File: src/rtl/mem_wb_stage_if.sv
// MEM/WB stage bus: pipeline control, memory-stage inputs and
// register-file writeback outputs. clk/reset stay plain ports.
interface mem_wb_stage_if #(
  parameter int DATA_W = 32
);
  logic              stall;
  logic              flush;
  logic              in_valid;
  logic [4:0]        in_rd;
  logic              in_regwrite;
  logic              in_memtoreg;
  logic              in_link;
  logic [2:0]        in_load_type;
  logic [DATA_W-1:0] in_alu_result;
  logic [DATA_W-1:0] in_mem_rdata;
  logic [DATA_W-1:0] in_pc_plus8;
  logic [4:0]        write_reg;
  logic [DATA_W-1:0] write_data;
  logic              regwrite;
  logic              wb_valid;
  logic [31:0]       retired_count;

  // Memory stage / pipeline control side
  modport master (
    output stall, flush, in_valid, in_rd, in_regwrite, in_memtoreg,
           in_link, in_load_type, in_alu_result, in_mem_rdata, in_pc_plus8,
    input  write_reg, write_data, regwrite, wb_valid, retired_count
  );

  // MEM/WB register side
  modport slave (
    input  stall, flush, in_valid, in_rd, in_regwrite, in_memtoreg,
           in_link, in_load_type, in_alu_result, in_mem_rdata, in_pc_plus8,
    output write_reg, write_data, regwrite, wb_valid, retired_count
  );
endinterface

File: src/rtl/mem_wb_stage.sv
// MEM/WB pipeline register with big-endian load extraction, writeback
// source selection and a retired-instruction counter. All outputs come
// straight from flops; the selection logic sits in front of them.
module mem_wb_stage #(
  parameter int DATA_W           = 32,
  parameter bit ZERO_REG_PROTECT = 1'b0
) (
  input  logic          clk,
  input  logic          reset,
  mem_wb_stage_if.slave bus
);

  localparam logic [2:0] LT_LB  = 3'd1;
  localparam logic [2:0] LT_LBU = 3'd2;
  localparam logic [2:0] LT_LH  = 3'd3;
  localparam logic [2:0] LT_LHU = 3'd4;

  logic [7:0]        ld_byte;
  logic [15:0]       ld_half;
  logic [DATA_W-1:0] ld_value;
  logic [4:0]        wb_reg_nxt;
  logic [DATA_W-1:0] wb_data_nxt;
  logic              wb_we_nxt;

  logic [4:0]        write_reg_q;
  logic [DATA_W-1:0] write_data_q;
  logic              regwrite_q;
  logic              wb_valid_q;
  logic [31:0]       retired_q;

  // Pick the addressed byte and halfword; offset 0 is the most significant lane.
  always_comb begin
    ld_byte = bus.in_mem_rdata[31:24];
    ld_half = bus.in_mem_rdata[31:16];
    case (bus.in_alu_result[1:0])
      2'd0:    ld_byte = bus.in_mem_rdata[31:24];
      2'd1:    ld_byte = bus.in_mem_rdata[23:16];
      2'd2:    ld_byte = bus.in_mem_rdata[15:8];
      default: ld_byte = bus.in_mem_rdata[7:0];
    endcase
    // Halfword uses only bit 1; an odd address is silently rounded down.
    if (bus.in_alu_result[1]) ld_half = bus.in_mem_rdata[15:0];
  end

  // Extend the selected lane by load type; unknown encodings behave as lw.
  always_comb begin
    ld_value = bus.in_mem_rdata;
    case (bus.in_load_type)
      LT_LB:   ld_value = {{24{ld_byte[7]}}, ld_byte};
      LT_LBU:  ld_value = {24'd0, ld_byte};
      LT_LH:   ld_value = {{16{ld_half[15]}}, ld_half};
      LT_LHU:  ld_value = {16'd0, ld_half};
      default: ld_value = bus.in_mem_rdata;
    endcase
  end

  // Writeback source priority: link, then load, then ALU.
  always_comb begin
    wb_reg_nxt  = bus.in_link ? 5'd31 : bus.in_rd;
    wb_data_nxt = bus.in_alu_result;
    if (bus.in_link)          wb_data_nxt = bus.in_pc_plus8;
    else if (bus.in_memtoreg) wb_data_nxt = ld_value;
    wb_we_nxt = bus.in_valid & bus.in_regwrite;
    if (ZERO_REG_PROTECT && (wb_reg_nxt == 5'd0)) wb_we_nxt = 1'b0;
  end

  // Pipeline register: reset, then flush (bubble), then stall (hold), then capture.
  always_ff @(posedge clk or negedge reset) begin
    if (!reset) begin
      write_reg_q  <= '0;
      write_data_q <= '0;
      regwrite_q   <= 1'b0;
      wb_valid_q   <= 1'b0;
      retired_q    <= '0;
    end else if (bus.flush) begin
      regwrite_q <= 1'b0;
      wb_valid_q <= 1'b0;
    end else if (!bus.stall) begin
      write_reg_q  <= wb_reg_nxt;
      write_data_q <= wb_data_nxt;
      regwrite_q   <= wb_we_nxt;
      wb_valid_q   <= bus.in_valid;
      if (bus.in_valid) retired_q <= retired_q + 32'd1;
    end
  end

  assign bus.write_reg     = write_reg_q;
  assign bus.write_data    = write_data_q;
  assign bus.regwrite      = regwrite_q;
  assign bus.wb_valid      = wb_valid_q;
  assign bus.retired_count = retired_q;

endmodule

File: src/flat_wrapper.sv
// flat-port wrapper written by rule: the top's interface ports become plain ports
module mem_wb_stage_flat 
#(
  parameter int DATA_W           = 32,
  parameter bit ZERO_REG_PROTECT = 1'b0
)
  (clk, reset, bus_stall, bus_flush, bus_in_valid, bus_in_rd, bus_in_regwrite, bus_in_memtoreg, bus_in_link, bus_in_load_type, bus_in_alu_result, bus_in_mem_rdata, bus_in_pc_plus8, bus_write_reg, bus_write_data, bus_regwrite, bus_wb_valid, bus_retired_count);
  mem_wb_stage_if #(.DATA_W(DATA_W)) bus_i ();
  input  logic clk;
  input  logic reset;
  input wire logic [$bits(bus_i.stall)-1:0] bus_stall;
  input wire logic [$bits(bus_i.flush)-1:0] bus_flush;
  input wire logic [$bits(bus_i.in_valid)-1:0] bus_in_valid;
  input wire logic [$bits(bus_i.in_rd)-1:0] bus_in_rd;
  input wire logic [$bits(bus_i.in_regwrite)-1:0] bus_in_regwrite;
  input wire logic [$bits(bus_i.in_memtoreg)-1:0] bus_in_memtoreg;
  input wire logic [$bits(bus_i.in_link)-1:0] bus_in_link;
  input wire logic [$bits(bus_i.in_load_type)-1:0] bus_in_load_type;
  input wire logic [$bits(bus_i.in_alu_result)-1:0] bus_in_alu_result;
  input wire logic [$bits(bus_i.in_mem_rdata)-1:0] bus_in_mem_rdata;
  input wire logic [$bits(bus_i.in_pc_plus8)-1:0] bus_in_pc_plus8;
  output wire logic [$bits(bus_i.write_reg)-1:0] bus_write_reg;
  output wire logic [$bits(bus_i.write_data)-1:0] bus_write_data;
  output wire logic [$bits(bus_i.regwrite)-1:0] bus_regwrite;
  output wire logic [$bits(bus_i.wb_valid)-1:0] bus_wb_valid;
  output wire logic [$bits(bus_i.retired_count)-1:0] bus_retired_count;
  assign bus_i.stall = bus_stall;
  assign bus_i.flush = bus_flush;
  assign bus_i.in_valid = bus_in_valid;
  assign bus_i.in_rd = bus_in_rd;
  assign bus_i.in_regwrite = bus_in_regwrite;
  assign bus_i.in_memtoreg = bus_in_memtoreg;
  assign bus_i.in_link = bus_in_link;
  assign bus_i.in_load_type = bus_in_load_type;
  assign bus_i.in_alu_result = bus_in_alu_result;
  assign bus_i.in_mem_rdata = bus_in_mem_rdata;
  assign bus_i.in_pc_plus8 = bus_in_pc_plus8;
  assign bus_write_reg = bus_i.write_reg;
  assign bus_write_data = bus_i.write_data;
  assign bus_regwrite = bus_i.regwrite;
  assign bus_wb_valid = bus_i.wb_valid;
  assign bus_retired_count = bus_i.retired_count;
  mem_wb_stage #(.DATA_W(DATA_W), .ZERO_REG_PROTECT(ZERO_REG_PROTECT)) u_core (.clk(clk), .reset(reset), .bus(bus_i));
endmodule
File: config.mk
export PLATFORM = sky130hd
export DESIGN_NAME = mem_wb_stage_flat
export DESIGN_NICKNAME = d
export VERILOG_FILES = /design/src/rtl/mem_wb_stage_if.sv /design/src/rtl/mem_wb_stage.sv /design/src/flat_wrapper.sv
export SDC_FILE = /design/constraint.sdc
export NUM_CORES = 1
export LEC_CHECK = 0
export BUFFER_PORTS_ARGS = -buffer_cell sky130_fd_sc_hd__buf_2
export CELL_PAD_IN_SITES_DETAIL_PLACEMENT = 1
export CELL_PAD_IN_SITES_GLOBAL_PLACEMENT = 1
export CORE_ASPECT_RATIO = 0.6
export CORE_UTILIZATION = 34
export CTS_BUF_LIST = sky130_fd_sc_hd__clkbuf_16
export CTS_CLUSTER_SIZE = 8
export DETAILED_ROUTE_END_ITERATION = 8
export GPL_TIMING_DRIVEN = 0
export PLACE_DENSITY = 0.92
export SETUP_SLACK_MARGIN = 0.5
export SLEW_MARGIN = 20
export SYNTH_ARGS = -nofsm -noshare
export SYNTH_HDL_FRONTEND = slang
export SYNTH_SLANG_ARGS = --single-unit
File: constraint.sdc
create_clock -name clk -period 2 [get_ports clk]
set_input_delay 0.1 -clock clk [delete_from_list [all_inputs] [get_ports clk]]
set_output_delay 0.1 -clock clk [all_outputs]
set_load 0.05 [all_outputs]
Yosys cells after proc, flatten, opt, wreduce, memory -nomap -nowiden
Index checks and enable logic that the tools add are counted.

Add/subtract/negate cells: 1. Multipliers: 0. Divide/modulo/power cells: 0. $lt $le $gt $ge: 0. Eq/ne operators: 7. Shifts and indexed selects: 0. Multiplexer cells: 10. Bitwise operators: 3. Reduce and logical (&&, ||, !) cells: 3.

Operators by type and width (number): case mux 32 bit (4 select lines) (1); two-way mux 32 bit (2); adder 32 x 1 -> 32 bit (second input constant) (1); case mux 8 bit (3 select lines) (1); two-way mux 16 bit (1); equality test 3 x 2 -> 1 bit (second input constant) (2); two-way mux 5 bit (1); two-way mux 1 bit (4); equality test 3 x 1 -> 1 bit (second input constant) (1); equality test 3 bit (second input constant) (1); AND reduction 3 bit (1); equality test 2 x 1 -> 1 bit (second input constant) (1); equality test 2 bit (second input constant) (1); zero test 2 bit (1); inequality test 2 x 1 -> 1 bit (second input constant) (1); NOT 1 bit (2); AND reduction 2 bit (1); AND 1 bit (1).

Flip-flop bits (word level): 71. Bits in latches: 0. RAM bits: 0. Memory bits (read-only): 0. Input port bits: 112. Output and inout bits: 71. Word-level logic and storage cells: 29. Memories kept: 0.

Logic depth before layout (Yosys ltp)
Gate-level depths: netlist of run 1.

Word-level depth: 5. Mapped depth: 7. Mapped depth without buffers: 5.

Worst setup path after synthesis of run 1
No wires, ideal clock.

Path type: register to register. Start: register u_core.retired_q[9], in the netlist u_core.bus.retired_count[9]. End: register u_core.retired_q[27], in the netlist u_core.bus.retired_count[27]. Setup time: 146 ps. Arrival time: 1706 ps. Data required time: 1854 ps. Setup slack: 148 ps. Stages on the path, launching flop included: 6. Path buffers: 1. Cell sequence: dfrtp_1 and4_1 nand4_1 buf_2 nor4_1 xor2_1.

Cells in the longest elaborated chain, start to end: 1.

Ends and longest elaborated chain: start: declaration (line mem_wb_stage.sv:29) `logic [31:0] retired_q;`; start signal: assignment (line mem_wb_stage.sv:83) `if (bus.in_valid) retired_q <= retired_q + 32'd1;`; adder 32 x 1 -> 32 bit (line mem_wb_stage.sv:83).

No other way between the ends. A chain may end at the register's enable or synchronous reset.

Worst setup path after layout of run 1
Start: register u_core.retired_q[2], in the netlist u_core.bus.retired_count[2]. End: register u_core.retired_q[29], in the netlist u_core.bus.retired_count[29].

The elaborated chain is that of the path after synthesis.

==> impl_metrics.toml, run 1 <==
[worst_setup_path]
critical_path_class = "reg -> reg"
path_cells = "and4bb_2, buf_8, nand4_4, buf_6, nor4_4, xor2_1"
crit_fanout = 5
critical_path_end_type = "flop"
crit_required_ns = 2.26
reg2reg_from = "u_core.bus.retired_count[2]"
timing.critical_path.slowest_stage_cell = "sky130_fd_sc_hd__dfrtp_2"
timing.critical_path.arrival_ns = 1.91
setup.worst_path.start_class = "flop"
startpoint = "u_core.bus.retired_count[2]"
critPathMaxStageDelay_ns = 0.39

[placement]
place_area_mm2 = 0.005226
gpl.final_weighted_congestion = 0.9090
buffer_ports.inserted = 180
post-place-ws_ns = 0.1092
detailed_place_hpwl_um = 12720

[floorplan]
design.core.area_mm2 = 0.01141
starting_density_pct = 35.32
floorplan.die_area_mm2 = 0.01231
floorplan.die.height_um = 86.33
die_width_um = 142.6
placement_rows = 30
num_ports = 183

[yosys]
synth-seq-area-share_pct = 44.09
synthesis.area_mm2 = 0.004030
synth.avg_cell_area_um2 = 9.438
yosysTopAreaCell = "sky130_fd_sc_hd__dfrtp_1"
postSynthRegisterBits = 71
synth-main-ff-cell = "sky130_fd_sc_hd__dfrtp_1"
ys_types = 52
synthesis.yosys.warnings = 0
synth_cells = 427
synth_top_cells_by_area = "sky130_fd_sc_hd__dfrtp_1, sky130_fd_sc_hd__nand2_1, sky130_fd_sc_hd__a221oi_1, sky130_fd_sc_hd__xor2_1, sky130_fd_sc_hd__xnor2_1"
synth-async-reset-ratio_pct = 100.0
synth-edff-count = 0
synth_top_area_share_pct = 44.09
syn-num-nets = 540

[final_layout]
flow.area_growth_from_synthesis_pct = 48.06
nNetsFinal = 758
final_layout_size_suffix_gt1_share_pct = 46.15
mostFrequentLayoutCells = "sky130_fd_sc_hd__buf_2, sky130_fd_sc_hd__nand2_1, sky130_fd_sc_hd__dfrtp_1"
leading_cell_type_in_the_layout_fill_and_taps_excluded = "sky130_fd_sc_hd__buf_2"
final_design_area_no_fill_mm2 = 0.005967

[clocking]
cts_buffers = 9
clk-insertion-delay-late_ns = 0.34
cts_num_sinks = 71
cts.htree.levels = 3
clock_tree.buffer_depth = 2
clockRootBuffer = "sky130_fd_sc_hd__clkbuf_16"
cts_tree = "done"
cts.clk_slew.worst_paths_ns = 0.06

[detailed_routing]
antenna_left = 0
route.detailed.drc = 0
vias_per_cell = 5.495
drtPass1Iterations = 4
route.vias.total = 4462
wire_per_inst_um = 21.52
detailedRoute.firstIterationViolations = 182
routed_wl_um = 17480

[run_status]
run_status = "finished clean"

[sta]
rsz0062_at_grt = "true"
timing.final.hold_violations = 0
setup_viol = 0
final-max-slew-violation-count = 0
worstMarginPinSlew_ns = 0.6980
achievable-frequency_ghz = 0.6043
period_share_pct = 82.75
timing.slew.headroom_pct = 53.47
setup_total_negative_slack_ns = 0
final_critical_path_setup_slack_ns = 0.3451
final_critical_delay_including_setup_and_external_delays_ns = 1.655
setup_clock_skew_after_layout_ns = 0.003665

[power_and_ir_drop]
leakage_nw = 2.886
power.density_mw_per_mm2 = 854.7
max-vdd-ir-drop_uv = 344.0
power.total_mw = 5.100

[grt]
grt_pass1_vias = 4579
grt_pass1_wl_um = 25700
number_of_antenna_violations_at_the_first_check_in_global_routing = 0
grt_overflow_total = 0
global_route_usage_sum_pct = 28.23
pin_count_of_the_biggest_net_entering_global_routing = 50

[min_path]
hp-class = "in -> reg"
hold_start = "bus_in_rd[0]"

[job]
timing.max_cap.violations = 0
-- worst paths after layout --
check,end,slack (ns),cells after the start
max in group asynchronous,u_core.bus.retired_count[13],1.19,3
min in group asynchronous,u_core.bus.retired_count[26],0.22,2
worst max register to register,u_core.bus.retired_count[29],0.35,6
worst min-delay path,u_core.bus.write_reg[0],0.01,3
worst max-delay path,u_core.bus.retired_count[29],0.35,6
worst min register to register,u_core.bus.retired_count[31],0.47,1
-- cell type report --
type                    count  area, µm²
well taps                 160      200.2
diodes                      2      5.005
plain buffers              28      166.4
clock inverters             7      95.09
repair buffers            207       1156
clock buffers               9      225.2
fillers                  1376       5444
flip-flops and latches     71       1805
inverters                  10      37.54
multi-input cells         318       2276
-- synth_stat cells (8+ instances only) --
master / instances
sky130_fd_sc_hd__a21oi_1: 12
sky130_fd_sc_hd__dfrtp_1: 71
sky130_fd_sc_hd__inv_1: 10
sky130_fd_sc_hd__clkbuf_1: 14
sky130_fd_sc_hd__a221oi_1: 22
sky130_fd_sc_hd__nor2_1: 28
sky130_fd_sc_hd__nand2_1: 63
sky130_fd_sc_hd__nor3_1: 8
sky130_fd_sc_hd__o22ai_1: 15
sky130_fd_sc_hd__nor4_1: 9
sky130_fd_sc_hd__xor2_1: 19
sky130_fd_sc_hd__o21ai_0: 22
sky130_fd_sc_hd__a22oi_1: 8
sky130_fd_sc_hd__xnor2_1: 13
sky130_fd_sc_hd__nand3_1: 11
sky130_fd_sc_hd__mux2i_1: 10
-- where the power goes --
part | internal [mW] | switching [mW] | leakage (nW)
clock network | 1.09 | 0.661 | 0.156
registers | 1.61 | 0.125 | 0.834
logic | 0.484 | 1.13 | 1.90
total | 3.18 | 1.92 | 2.89
-- kinds of logic after synthesis --
| group | after synthesis | synth area share [%] |
|---|---|---|
| compound gates | 121 | 21.83 |
| flops | 71 | 44.09 |
| xor+xnor | 32 | 6.954 |
| buf+inv | 38 | 4.502 |
| mux | 13 | 3.881 |
| simple gates | 151 | 18.44 |
| fa+ha+maj | 1 | 0.3104 |
-- metal layers --
layer	part of all wire [%]	vias up	routed length, µm	global-route usage, %
met4	1.5	0	255	9.091
met5	0	-	0	0
met1	43	2223	7476	37.95
met2	47	194	8217	44.83
met3	8.7	18	1529	6.961
li1	-	2027	-	-
-- metrics by stage --
stage / hold slack [ns] / utilization [%] / instances
floorplan: -0.1956 / - / 427
global placement: 0.3290 / 45.54 / 767
detailed placement: 0.02950 / 45.80 / 768
CTS: 0.009112 / 50.49 / 796
global route: 0.02183 / 52.25 / 810
finish: 0.01397 / 52.29 / 812
-- repair_timing --
action / 4_1_cts / 5_1_grt
buffers inserted: 8 / 14
endpoints found under the hold margin: 25 / 0
cloned: 0 / 0
setup endpoints to repair: 31 / 47
hold buffers: 4 / 0
pin swaps: 4 / 8
resized for setup: 18 / 27
-- critical path, delay by kind of cell, from the launching register on --
family                    cells  cell delay, ns
and+or+nand+nor               3            0.70
DFF                           1            0.39
buffers and inverters         2            0.31
xor gates and xnor gates      1            0.18
Power figures use the tool's default switching activity.
==> inputs of run 2 (changes only) <==
==> constraint.sdc (replaced) <==
create_clock -name clk -period 1.65 [get_ports clk]
set_input_delay 0.0825 -clock clk [delete_from_list [all_inputs] [get_ports clk]]
set_output_delay 0.0825 -clock clk [all_outputs]
set_load 0.05 [all_outputs]
==> run 2 against run 1 <==
Effect of this change: global-route usage up 4.2 points; clock skew grew 0.0094 ns; die area unchanged; critical path depth decreased by 1; final cell count up 3.1%; sequential power rose by 24%; sequential share of layout area is 3.7 points lower; via count grew 7.5%; non-clock buffer count grew 26; clock-buffer cell count unchanged; utilization grew 7.4 points.
==> impl_metrics.toml, run 2 (synthesized netlist as in run 1, its figures left out) <==
[final_layout]
nNetsFinal = 784
nFillCells = 1310
post-route-util_pct = 59.66
final_layout_size_suffix_gt1_share_pct = 56.21
mostFrequentLayoutCells = "sky130_fd_sc_hd__buf_2, sky130_fd_sc_hd__nand2_1, sky130_fd_sc_hd__dfrtp_1"
finish.cell_count_without_fillers = 837
final_design_area_no_fill_mm2 = 0.006808
leading_cell_type_in_the_layout_fill_and_taps_excluded = "sky130_fd_sc_hd__buf_2"
flow.area_growth_from_synthesis_pct = 68.92

[detailed_routing]
drtPass1Iterations = 5
vias_per_cell = 5.730
routed_wl_um = 20640
antenna_left = 0
route.detailed.drc = 0
wire_per_inst_um = 24.66
route.vias.total = 4796
detailedRoute.firstIterationViolations = 285

[clocking]
clockRootBuffer = "sky130_fd_sc_hd__clkbuf_16"
clk-insertion-delay-late_ns = 0.35
cts_buffers = 9
cts_tree = "done"
cts.clk_slew.worst_paths_ns = 0.07
cts_num_sinks = 71
clock_tree.buffer_depth = 2
cts.htree.levels = 3

[worst_setup_path]
critical_path_class = "reg -> reg"
crit_fanout = 6
setup.worst_path.start_class = "flop"
crit_required_ns = 1.92
critical_path_end_type = "flop"
timing.critical_path.arrival_ns = 1.81

[grt]
grt_pass1_wl_um = 29220
grt_overflow_total = 0
pin_count_of_the_biggest_net_entering_global_routing = 41
grt_pass1_vias = 5145
global_route_usage_sum_pct = 32.41
number_of_antenna_violations_at_the_first_check_in_global_routing = 1

[placement]
gpl.final_weighted_congestion = 0.9203
place_area_mm2 = 0.005465
buffer_ports.inserted = 180
detailed_place_hpwl_um = 13020
dp_cells = 768

[floorplan]
num_ports = 183
design.core.area_mm2 = 0.01141
floorplan.die_area_mm2 = 0.01231
placement_rows = 30
die_width_um = 142.6
floorplan.die.height_um = 86.33
starting_density_pct = 35.32

[sta]
timing.final.hold_violations = 0
final_critical_delay_including_setup_and_external_delays_ns = 1.549
setup_clock_skew_after_layout_ns = 0.01311
final-max-slew-violation-count = 0
achievable-frequency_ghz = 0.6457
worstMarginPinSlew_ns = 0.6352
setup_viol = 0
timing.slew.headroom_pct = 57.10
rsz0062_at_grt = "true"
period_share_pct = 93.86
setup_total_negative_slack_ns = 0

[job]
timing.max_cap.violations = 0

[power_and_ir_drop]
power.total_mw = 6.906
max-vdd-ir-drop_uv = 537.9
power.density_mw_per_mm2 = 1014
leakage_nw = 3.258

[run_status]
run_status = "finished clean"

[min_path]
hp-class = "in -> reg"
[run 2: timing repair]
action                     4_1_cts  5_1_grt
gates resized for setup         74       63
hold endpoints to repair        36        0
pin swaps                       27       23
gates cloned                     1        1
setup endpoints to repair       68       75
hold buffers                     6        0
buffers inserted                24       20
[run 2: through the flow]
stage	setup slack (ns)	hold slack [ns]
finish	0.1013	0.01319
global placement	-0.1796	0.3142
detailed placement	-0.2366	0.05500
CTS	0.1676	0.002133
global route	0.03817	0.01676
floorplan	-0.01084	-0.2131
[run 2: power by group]
group,switching [mW],total (mW),internal (mW)
Sequential,0.187,2.14,1.95
Clock,0.833,2.31,1.47
Combinational,1.59,2.46,0.871
Total,2.61,6.91,4.30
[run 2: area by class of cell]
class                   instances  area (µm²)  share of cell area [%]
multi-input cells             318        2701                   39.68
flip-flops and latches         71        1808                   26.56
repair buffers                233        1476                   21.69
plain buffers                  28       244.0                   3.584
clock buffers                   9       225.2                   3.308
well taps                     160       200.2                   2.941
clock inverters                 7       112.6                   1.654
inverters                      10       37.54                  0.5514
diodes                          1       2.502                 0.03676
[run 2: critical path, cell delays in order, from the launching register on]
cell and delay (ns):
sky130_fd_sc_hd__dfrtp_2 0.37, sky130_fd_sc_hd__and4bb_2 0.25, sky130_fd_sc_hd__buf_8 0.14, sky130_fd_sc_hd__nand4_4 0.22
sky130_fd_sc_hd__nor4_4 0.30, sky130_fd_sc_hd__xor2_1 0.19
[run 2: worst paths after layout]
| path | from | to | slack (ns) | cells past startpoint |
|---|---|---|---|---|
| min in group asynchronous | reset | u_core.bus.retired_count[31] | 0.26 | 2 |
| hold / removal | bus_in_mem_rdata[1] | u_core.bus.write_data[1] | 0.01 | 3 |
| setup / recovery | u_core.bus.retired_count[2] | u_core.bus.retired_count[27] | 0.10 | 5 |
| hold reg to reg | u_core.bus.retired_count[31] | u_core.bus.retired_count[31] | 0.47 | 1 |
| setup reg to reg | u_core.bus.retired_count[2] | u_core.bus.retired_count[27] | 0.10 | 5 |
| max in group asynchronous | reset | u_core.bus.retired_count[10] | 0.78 | 3 |
[run 2: metal layers]
layer | vias to the layer above | part of all wire (%) | track usage [%]
met5 | - | 0 | 0
met4 | 0 | 2.4 | 13.10
met3 | 49 | 8.1 | 10.22
met2 | 223 | 50 | 56.42
met1 | 2429 | 40 | 37.33
li1 | 2095 | - | -
